File: src/rtl/game_timer_ctrl.sv
// ---------------------------------------------------------------------------
// game_timer_ctrl
//
// Control stage that sits directly in front of the countdown digit chain.
//   * issues a one-cycle reconfig pulse that preloads every digit
//   * issues a prescaled one-per-second tick (BorrowDn) into the LS digit
//   * watches the chain's exhausted flag (NoBorrowDn of the LS digit) and
//     raises a sticky timeout
//   * counts elapsed seconds (saturating) for scoring
//
// Ports:
//   clk         system clock, all state on rising edge
//   rst         asynchronous active-low reset
//   start       start/restart request (level, rising edge acts)
//   hold        pause: freezes the prescaler while running
//   abort       player finished: ends the run without timeout
//   timer_zero  NoBorrowDn from the least-significant digit (level)
//   reconfig    one-cycle preload pulse to every digit
//   tick        one-cycle BorrowDn pulse to the least-significant digit
//   timeout     sticky: countdown exhausted
//   running     1 only while in RUN
//   state       IDLE=00, LOAD=01, RUN=10, DONE=11
//   elapsed     ticks issued since the last LOAD, saturating at 255
// ---------------------------------------------------------------------------
module game_timer_ctrl #(
  parameter int unsigned TICK_CYCLES = 50000000,
  parameter int unsigned CNT_W       = 26
) (
  input  logic       clk,
  input  logic       rst,
  input  logic       start,
  input  logic       hold,
  input  logic       abort,
  input  logic       timer_zero,
  output logic       reconfig,
  output logic       tick,
  output logic       timeout,
  output logic       running,
  output logic [1:0] state,
  output logic [7:0] elapsed
);

  typedef enum logic [1:0] {
    IDLE = 2'b00,
    LOAD = 2'b01,
    RUN  = 2'b10,
    DONE = 2'b11
  } state_t;

  localparam logic [CNT_W-1:0] TICK_LAST = CNT_W'(TICK_CYCLES - 1);

  state_t           state_q;
  logic [CNT_W-1:0] prescaler;
  logic             start_q;
  logic             start_edge;

  // A start held high only acts once: the registered copy masks it.
  assign start_edge = start & ~start_q;
  assign state      = state_q;

  // NOTE: every register here is assigned with <= so all of them update
  // together from the values sampled on the same clock edge.
  always_ff @(posedge clk or negedge rst) begin
    if (!rst) begin
      // NOTE: all state is plain flops (no memory arrays), so everything is
      // cleared asynchronously and outputs drop without waiting for clk.
      state_q   <= IDLE;
      prescaler <= '0;
      start_q   <= 1'b0;
      reconfig  <= 1'b0;
      tick      <= 1'b0;
      timeout   <= 1'b0;
      running   <= 1'b0;
      elapsed   <= '0;
    end else begin
      start_q  <= start;
      // Pulses default low; the branches below raise them for one cycle.
      reconfig <= 1'b0;
      tick     <= 1'b0;

      unique case (state_q)
        IDLE: begin
          if (start_edge) begin
            state_q   <= LOAD;
            reconfig  <= 1'b1;
            prescaler <= '0;
            elapsed   <= '0;
            timeout   <= 1'b0;
          end
        end

        // Single preload cycle; inputs are deliberately not looked at so a
        // stale timer_zero from the previous game cannot end this one.
        LOAD: begin
          state_q <= RUN;
          running <= 1'b1;
        end

        RUN: begin
          if (timer_zero) begin
            state_q <= DONE;
            timeout <= 1'b1;
            running <= 1'b0;
          end else if (abort) begin
            state_q <= DONE;
            running <= 1'b0;
          end else if (start_edge) begin
            state_q   <= LOAD;
            reconfig  <= 1'b1;
            prescaler <= '0;
            elapsed   <= '0;
            timeout   <= 1'b0;
            running   <= 1'b0;
          end else if (!hold) begin
            // hold leaves the partial count intact so it resumes later.
            if (prescaler == TICK_LAST) begin
              prescaler <= '0;
              tick      <= 1'b1;
              if (elapsed != 8'hFF) elapsed <= elapsed + 8'd1;
            end else begin
              prescaler <= prescaler + CNT_W'(1);
            end
          end
        end

        DONE: begin
          if (start_edge) begin
            state_q   <= LOAD;
            reconfig  <= 1'b1;
            prescaler <= '0;
            elapsed   <= '0;
            timeout   <= 1'b0;
          end
        end

        default: state_q <= IDLE;
      endcase
    end
  end

endmodule
File: config.mk
export PLATFORM = sky130hd
export DESIGN_NAME = game_timer_ctrl
export DESIGN_NICKNAME = d
export VERILOG_FILES = /design/src/rtl/game_timer_ctrl.sv
export SDC_FILE = /design/constraint.sdc
export NUM_CORES = 1
export LEC_CHECK = 0
export ABC_AREA = 1
export CAP_MARGIN = 20
export CORE_ASPECT_RATIO = 1.2
export CORE_UTILIZATION = 49
export CTS_CLUSTER_DIAMETER = 150
export CTS_CLUSTER_SIZE = 14
export DETAILED_ROUTE_END_ITERATION = 8
export PLACE_DENSITY_LB_ADDON = 0.3
export SETUP_SLACK_MARGIN = 0.1
export SYNTH_ARGS = -nofsm -noshare
export SYNTH_HDL_FRONTEND = slang
export SYNTH_SLANG_ARGS = --single-unit
File: constraint.sdc
create_clock -name clk -period 2.3 [get_ports clk]
set_input_delay 0.46 -clock clk [delete_from_list [all_inputs] [get_ports clk]]
set_output_delay 0.46 -clock clk [all_outputs]
set_load 0.02 [all_outputs]
==> run summary <==
Outcome -> complete, but fails checks
Failing checks -> design-rule violations
Total track usage -> 24.54%
Final period util -> 84.60%
# IOs -> 20
Power Density -> 916.4 nW/um2
Post-Syn Instances -> 366
Slew @ Worst Pin -> 633.3 ps
Clk buf depth -> 2
Relative slew slack -> 57.78%
Drt initial violations -> 139
Worst skew pair latency -> 300 ps
Post-synth EDFFs -> 0
Chip Height -> 82.66 um
CP peak stage delay -> 410 ps
Setup repair bufs after CTS -> 0
Synth top area share -> 38.62%
Critical path peak fanout -> 6
Netlist cell types -> 33
H-Tree Depth -> 2
Placed wire-length estimate -> 4869 um
Initial antenna violation count -> 0
Global-route wire length before repair -> 10,990 um
Final hold violations -> 0
Drt via density -> 5.396
Maximum VDD drop -> 332.8 uV
Grt total ovfl -> 0
TritonCTS buffer count -> 5
R2R Path Start -> state[0]
Vias -> 2,466
R2R depth -> 11
Critical Path RT -> 2490 ps
Area after detailed placement -> 2913 um2
Initial Util -> 50.49%
CTS tree -> done
Sequential share of the synthesized area -> 38.62%
Die ar. -> 5721 um2
Final min period -> 1946 ps
# DRC -> 2
Clock skew -> 7.629 ps
Routed wire length -> 6336 um
Fraction of final layout cells sized beyond drive strength 1 -> 13.92%
CP endpoint kind -> flip-flop
Largest net degree at the start of global routing -> 28
Root Buffer -> clkbuf_8
Post-synth top cells -> nand2_1, nor2_1, dfrtp_1, inv_1, nand3_1
Design Area, Final -> 3029 um2
R2r endpoint -> prescaler[15]
Setup Crit Path Kind -> flip-flop to flip-flop
CTS clk-pin slew, worst paths -> 80 ps
Leading area contributor after synthesis -> dfrtp_1
Cell Area, Synth -> 2656 um2
Yosys warns -> 0
Die Wd -> 69.21 um
GP Congestion -> 0.9696
Fin Setup TNS -> 0 ps
CTS Hold Buffers Added -> 0
DR WL/cell -> 13.86 um
Area occupied by multi-input gates -> 1406 um2
Inst Count DP -> 449
Maximum clock rate -> 0.5140 GHz
Fin. max-slew vios -> 0
Syn Area/Cell -> 7.258 um2
Worst path arrival time -> 2140 ps
DRT Pass-1 Iters -> 6
Register area -> 1026 um2
Post-DRT Antenna Nets -> 0
Seq cells post-synth -> 41
PostCTS Resize Cnt -> 0
Dominant synthesized flop cell -> dfrtp_1
Hold crit path type -> input port to async pin
Clock Sinks -> 41
Number of fill cells in the layout -> 488
Crit path cell chain -> inv_1 -> ha_1 -> nand2_2 -> nand2_2 -> nor2_2 -> nand3_2 -> buf_4 -> nor2_1 -> nand2_1 -> o21ai_2 -> nor2_1
Count leader, synth -> nand2_1
Unrepaired setup endpoints after global routing -> no
Top post-synthesis cells by area -> dfrtp_1, nand2_1, nor2_1
Area growth, synth to finish -> 14.04%
Num rows -> 29
Worst reg2reg setup slack -> 350 ps
Total power -> 2776 uW
Async SR Flop Fraction -> 100.0%
Core Area -> 5261 um2
Maxcap violations -> 0
Finish-stage setup viols -> 0
Synth Net Count -> 376
Final #Nets -> 404
Static Leakage -> 0.001339 uW
Crit path launch type -> flip-flop
Final non-filler cell total -> 457
Slowest-stage cell, CP -> dfrtp_1
Number of global-route vias before repair -> 2,353
Port bufs -> 19
Ant diodes -> 0
Worst setup path startpoint -> state[0]
## report_power, final
part	total, uW	leakage (uW)	internal [uW]	switching [uW]
sequential	872	0.000558	803	69.1
combinational	1290	0.000722	439	854
clock	611	0.0000585	354	257
## cell usage in the layout, fill, tap and decap left out, types with 3 or more instances in the layout
master / count
nand2_1: 96
dfrtp_1: 41
nand3_1: 30
nand4_1: 11
nand2_4: 3
nor3b_1: 3
nand2_2: 11
o21ai_2: 12
nor2_4: 4
xor2_1: 4
a21oi_1: 7
inv_1: 41
nor2_1: 56
nor3_1: 11
buf_4: 7
ha_1: 4
clkbuf_8: 6
nor2_2: 4
o21ai_0: 5
clkdlybuf4s50_1: 18
## per-layer routing
layer / track usage (%) / up-vias / routed length, um
li1: - / 1224 / -
met1: 28.95 / 1143 / 2666
met2: 44.27 / 81 / 3192
met3: 4.248 / 18 / 282
met4: 10.82 / 0 / 195
met5: 0 / - / 0
## through the flow
| step | util, % | setup WS, ps | hold slack [ps] |
|---|---|---|---|
| floorplan | - | 518.2 | 164.4 |
| global placement | 55.36 | 269.5 | 468.2 |
| detailed placement | 55.36 | 200.4 | 483.3 |
| CTS | 57.57 | 365.1 | 193.4 |
| global route | 57.57 | 202.3 | 215.7 |
| finish | 57.57 | 354.3 | 172.6 |
## logic make-up (layout without fill, tap and decap cells)
kind of cell / count (synthesis) / in the layout / synth area share [%]
buffers and inverters: 49 / 78 / 8.431
muxes: 1 / 1 / 0.3768
AOI/OAI and AO/OA: 31 / 31 / 8.196
adders and majority gates: 4 / 4 / 1.884
xor gates and xnor gates: 6 / 6 / 1.978
DFF: 41 / 41 / 38.62
and+or+nand+nor: 234 / 234 / 40.51
## sequential cells by signal, indices dropped and copies added, names as in the netlist
name       flops
elapsed        8
prescaler     26
reconfig       1
running        1
start_q        1
state          2
tick           1
timeout        1
## area by class of cell
cell class	instances	share of cell area, %
Clock buffer	7	2.850
Clock inverter	1	0.9913
Inverter	44	5.452
Multi-Input combinational cell	276	46.43
Sequential cell	41	33.87
Tap cell	62	2.561
Timing Repair Buffer	26	7.848
## worst max path at each step
stage | end | slack, ps | depth (start not counted)
after floorplan | prescaler[15] | 520 | 11
after global placement | prescaler[15] | 270 | 10
after detailed placement | prescaler[15] | 200 | 10
after CTS | prescaler[15] | 370 | 11
after global routing | prescaler[15] | 200 | 11
final | prescaler[15] | 350 | 11
## critical path: cells and delay by family (launching register included)
kind,cells,cell delay (ps)
flops,1,410
compound gates,1,140
fa+ha+maj,1,280
simple gates,7,750
buf+inv,2,250
(Power assumes the default switching activity.)
